## src/rtl/ad9854_par_writer.sv

```systemverilog
// ad9854_par_writer: latches a DDS register image on a CEN rising edge and writes it
// byte by byte over the AD9854 parallel port, then pulses the I/O update line.
module ad9854_par_writer #(
  parameter int WR_SETUP = 2,
  parameter int WR_LOW   = 3,
  parameter int WR_HOLD  = 2,
  parameter int UD_WIDTH = 8
) (
  input  logic        CLKIN,
  input  logic        RSTN,
  input  logic        CEN,
  input  logic [15:0] F1H,
  input  logic [31:0] F1L,
  input  logic [15:0] F2H,
  input  logic [31:0] F2L,
  input  logic [13:0] PTW1,
  input  logic [13:0] PTW2,
  input  logic [47:0] DFW,
  input  logic [19:0] RAMPRATE,
  input  logic [2:0]  MODE,
  input  logic        TRAIANGLE,
  input  logic        PLLEN,
  input  logic [4:0]  CLKMUILT,
  input  logic        PLLRANGE,
  output logic [5:0]  DDS_ADDR,
  output logic [7:0]  DDS_DATA,
  output logic        DDS_WRB,
  output logic        DDS_UDCLK,
  output logic        BUSY,
  output logic        DONE
);
  localparam logic [7:0] SETUP_LAST  = 8'(WR_SETUP - 1);
  localparam logic [7:0] STROBE_LAST = 8'(WR_LOW - 1);
  localparam logic [7:0] HOLD_LAST   = 8'(WR_HOLD - 1);
  localparam logic [7:0] UPD_LAST    = 8'(UD_WIDTH - 1);
  localparam logic [4:0] LAST_BYTE   = 5'd26;
  typedef enum logic [2:0] {IDLE, SETUP, STROBE, HOLD, UPD, FIN} state_t;
  state_t       state, next;
  logic [7:0]   cnt;
  logic [4:0]   idx;
  logic         cen_q, pending, cen_rise, start;
  logic [215:0] img, new_img;
  // Full write list in transmit order, first byte in the top bits.
  assign new_img = {1'b0, PLLRANGE, PLLEN, CLKMUILT,
                    2'b00, TRAIANGLE, 1'b0, MODE, 1'b0,
                    2'b00, PTW1, 2'b00, PTW2,
                    F1H, F1L, F2H, F2L, DFW,
                    4'h0, RAMPRATE};
  assign cen_rise = CEN & ~cen_q;
  assign start    = cen_rise | pending;
  function automatic logic [5:0] addr_of(input logic [4:0] i);
    return (i == 5'd0) ? 6'h1E :
           (i == 5'd1) ? 6'h1F :
           (i < 5'd24) ? 6'(i - 5'd2) : 6'(i + 5'd2);
  endfunction
  always_comb begin
    next = state;
    case (state)
      IDLE:    next = start ? SETUP : IDLE;
      SETUP:   next = (cnt == SETUP_LAST) ? STROBE : SETUP;
      STROBE:  next = (cnt == STROBE_LAST) ? HOLD : STROBE;
      HOLD:    next = (cnt != HOLD_LAST) ? HOLD : (idx == LAST_BYTE) ? UPD : SETUP;
      UPD:     next = (cnt == UPD_LAST) ? FIN : UPD;
      FIN:     next = IDLE;
      default: next = IDLE;
    endcase
  end
  always_ff @(posedge CLKIN or negedge RSTN) begin
    if (!RSTN) begin
      state     <= IDLE;
      cnt       <= '0;
      idx       <= '0;
      cen_q     <= 1'b0;
      pending   <= 1'b0;
      img       <= '0;
      DDS_ADDR  <= '0;
      DDS_DATA  <= '0;
      DDS_WRB   <= 1'b1;
      DDS_UDCLK <= 1'b0;
      BUSY      <= 1'b0;
      DONE      <= 1'b0;
    end else begin
      state     <= next;
      cen_q     <= CEN;
      cnt       <= (next != state || state == IDLE) ? 8'd0 : cnt + 8'd1;
      pending   <= (state == IDLE) ? 1'b0 : pending | cen_rise;
      // Outputs are registered from the next state so the pins never glitch.
      DDS_WRB   <= (next != STROBE);
      DDS_UDCLK <= (next == UPD);
      BUSY      <= (next != IDLE);
      DONE      <= (next == FIN);
      if (state == IDLE && next == SETUP) begin
        img      <= new_img;
        idx      <= 5'd0;
        DDS_ADDR <= addr_of(5'd0);
        DDS_DATA <= new_img[215:208];
      end else if (state == HOLD && next == SETUP) begin
        img      <= {img[207:0], 8'h00};
        idx      <= idx + 5'd1;
        DDS_ADDR <= addr_of(idx + 5'd1);
        DDS_DATA <= img[207:200];
      end
    end
  end
endmodule
```

## config.mk

```make
export PLATFORM = sky130hd
export DESIGN_NAME = ad9854_par_writer
export DESIGN_NICKNAME = d
export VERILOG_FILES = /design/src/rtl/ad9854_par_writer.sv
export SDC_FILE = /design/constraint.sdc
export NUM_CORES = 1
export LEC_CHECK = 0
export ABC_AREA = 1
export BUFFER_PORTS_ARGS = -buffer_cell sky130_fd_sc_hd__buf_2
export CORE_UTILIZATION = 51
export CTS_CLUSTER_SIZE = 30
export DETAILED_ROUTE_END_ITERATION = 6
export PLACE_DENSITY = 0.77
export SKIP_CTS_REPAIR_TIMING = 1
export SLEW_MARGIN = 10
export SYNTH_ARGS = -nofsm -noshare
export SYNTH_HDL_FRONTEND = slang
export SYNTH_SLANG_ARGS = --single-unit
export TNS_END_PERCENT = 1
```

## constraint.sdc

```tcl
create_clock -name CLKIN -period 2 [get_ports CLKIN]
set_clock_uncertainty 0.1 [all_clocks]
set_input_delay 0.3 -clock CLKIN [delete_from_list [all_inputs] [get_ports CLKIN]]
set_output_delay 0.3 -clock CLKIN [all_outputs]
set_load 0.02 [all_outputs]
```

==> metrics.yaml <==
cp_slowest_cell: "dfrtp_1"
ys.flop_type: "dfrtp_1"
crit_family: "simple AND/OR/NAND/NOR gates"
fin_crit_sh_pct: 105
syn_avg_cell_area_um2: 6.91
grt_max_degree: 111
layout_commonest_cell: "nand2_1"
final_cell_mix: "nand2_1, dfrtp_1, buf_2"
r2r_slack_ps: -90
cts_sinks: 243
cts_tree: "built"
grt_pass1_wl_um: 51100
postLayoutSetupSlackWorst_ps: -93.1
routed_via_density: 4.98
cp_num_buf_inv: 4
yosys_warnings: 0
place_worst_setup_slack_ps: -133
layout.cells.non_filler: 2406
dieHeight_um: 156
drc: 0
dr.pass1.iters: 6
track_usage_pct: 25.6
drt-initial-drc-count: 895
start_util_pct: 52.7
core_um2: 22900
worstPathRequired_ps: 2370
dp_cells: 2267
worstSetupEndpointType: "register"
outcome: "complete, but fails checks"
reg2regPathDepth: 13
max_clock_freq_mhz: 478
synth_edf_count: 0
final_area_um2: 16300
cp_max_fo: 11
hp-class: "in2reg"
cts-root-buf: "clkbuf_16"
area_growth_pct: 35.3
postPlaceCellArea_um2: 14100
rsz0062_at_grt: "true"
worstHoldEndpoint: "img[169]"
grt_pass1_vias: 10800
synth-seq-cells: 243
vias: 12000
crit_arrival_ps: 2460
antenna_found_initial: 1
fin_util_pct: 71.3
fillers: 1733
io_pins: 224
routedWlPerCell_um: 14.3
drive_above_1_share_pct: 19.9
maxCapViolCount: 0
cpPeakStageDelay_ps: 390
clk_pin_slew_ps: 60
ant_nets: 0
final_max_slew_viol_count: 0
synth_area_um2: 12100
worst-setup-path-type: "reg2reg"
power.density_nw_per_um2: 650
min-delay-start: "PTW2[1]"
dieArea_um2: 24300
synth_seq_area_share_pct: 50.4
worstMarginPinSlew_ps: 494
insertion_delay_ps: 530
nets: 2287
startpoint_type: "register"
p_leak_nw: 9.60
gp_congestion: 0.815
synth_nets: 1964
slew_headroom_pct: 67.1
dp_hpwl_um: 20400
crit_chain: "nor2_1 -> nand2_2 -> buf_4 -> nor2_1 -> nand3_1 -> nand3_2 -> nand3_2 -> nor2_4 -> buf_12 -> buf_12 -> clkbuf_16 -> nand2_1 -> nand2_1"
rows: 55
cts.htree.levels: 1
clockBufferDepth: 3
overflow: 0
yosysUniqueCellTypes: 26
port_buffers: 223
die_x_um: 156
numCtsBuffers: 28
hold_depth: 5
reg2reg_to: "img[79]"
violations: "negative hold slack, negative setup slack"
drt-total-wl_um: 34400
synthArstFlopShare_pct: 100
setup_viol: 218
fin_hold_ws_ps: -33.6
finalCriticalPeriod_ps: 2090
syn_inst: 1748
r2r_start: "cnt[6]"
irDropWorstVdd_mv: 0.543
final-hold-violation-count: 85
## area by class of cell
cell class	instances	area, µm²	share of cell area (%)
Sequential cell	243	6080	37.2
Inverter	36	140	0.857
Tap cell	313	392	2.40
Timing Repair Buffer	387	3240	19.8
Clock buffer	42	865	5.29
Clock inverter	9	101	0.620
Antenna cell	1	2.50	0.0153
Multi-Input combinational cell	1375	5520	33.8
## metrics by stage
step	power, mW	TNS [ps]	hold slack [ps]
2_1_floorplan	5.01	0	-95.6
3_3_place_gp	5.33	-4250	82.2
3_5_place_dp	5.33	-21780	82.3
4_1_cts	10.6	-25250	-485
5_1_grt	10.9	-35370	-6.82
6_report	10.6	-7850	-33.6
## metal layers
layer  up-vias  routed length, µm  global-route usage (%)
met4         0                822                    5.98
met2       469              16800                    42.0
met5         -                  0                       0
met1      5536              14500                    35.8
li1       5908                  -                       -
met3        73               2310                    4.08
## state kept, by name, summed over array words and instances, names as in the netlist
name,flops
BUSY,1
DDS_ADDR,6
DDS_DATA,8
DDS_UDCLK,1
DDS_WRB,1
DONE,1
cen_q,1
cnt,8
idx,4
img,208
pending,1
state,3
## cell usage after synthesis (2+ instances only)
library cell,instances,area (µm²)
clkbuf_1,46,173
inv_2,7,26.3
buf_4,15,113
o21ai_1,5,25.0
nand3_2,2,20.0
ha_1,9,113
dfrtp_1,242,6060
nand2_1,1275,4790
nand3_1,16,80.1
buf_1,6,22.5
nor2_2,2,12.5
buf_2,26,130
o21ai_0,19,95.1
xnor2_1,2,17.5
xor2_1,5,43.8
nor2_1,18,67.6
nand4_1,6,37.5
inv_1,29,109
nor2_4,2,22.5
a21oi_1,3,15.0
nor3_1,8,40.0
## power breakdown
group,switching (mW),internal (mW)
clock network,2.06,3.23
registers,0.000263,4.92
logic,0.188,0.225
## worst reg2reg max path, stage by stage (launching register included)
cell       delay, ps
dfrtp_1          390
nor2_1           150
nand2_2          100
buf_4            150
nor2_1            80
nand3_1          100
nand3_2          120
nand3_2           90
nor2_4           130
buf_12           160
buf_12           170
clkbuf_16        180
nand2_1           50
nand2_1           80
## worst max path at each step
stage / from / to / slack, ps / depth (start not counted)
floorplan: idx[1] / DDS_ADDR[2] / 6 / 9
global placement: DDS_ADDR[0] / img[120] / -60 / 12
detailed placement: cnt[1] / img[110] / -130 / 11
CTS: cnt[1] / img[70] / -160 / 12
global route: DDS_ADDR[0] / img[79] / -220 / 14
finish: cnt[6] / img[79] / -90 / 13
## logic make-up after synthesis
kind of cell	share of synthesized area [%]
AND/OR/NAND/NOR	42.0
flip-flops	50.4
buffers and inverters	4.84
AO/OA/AOI/OAI	1.18
adder cells (fa/ha/maj)	1.10
XOR/XNOR	0.508
Power figures use the tool's default switching activity.
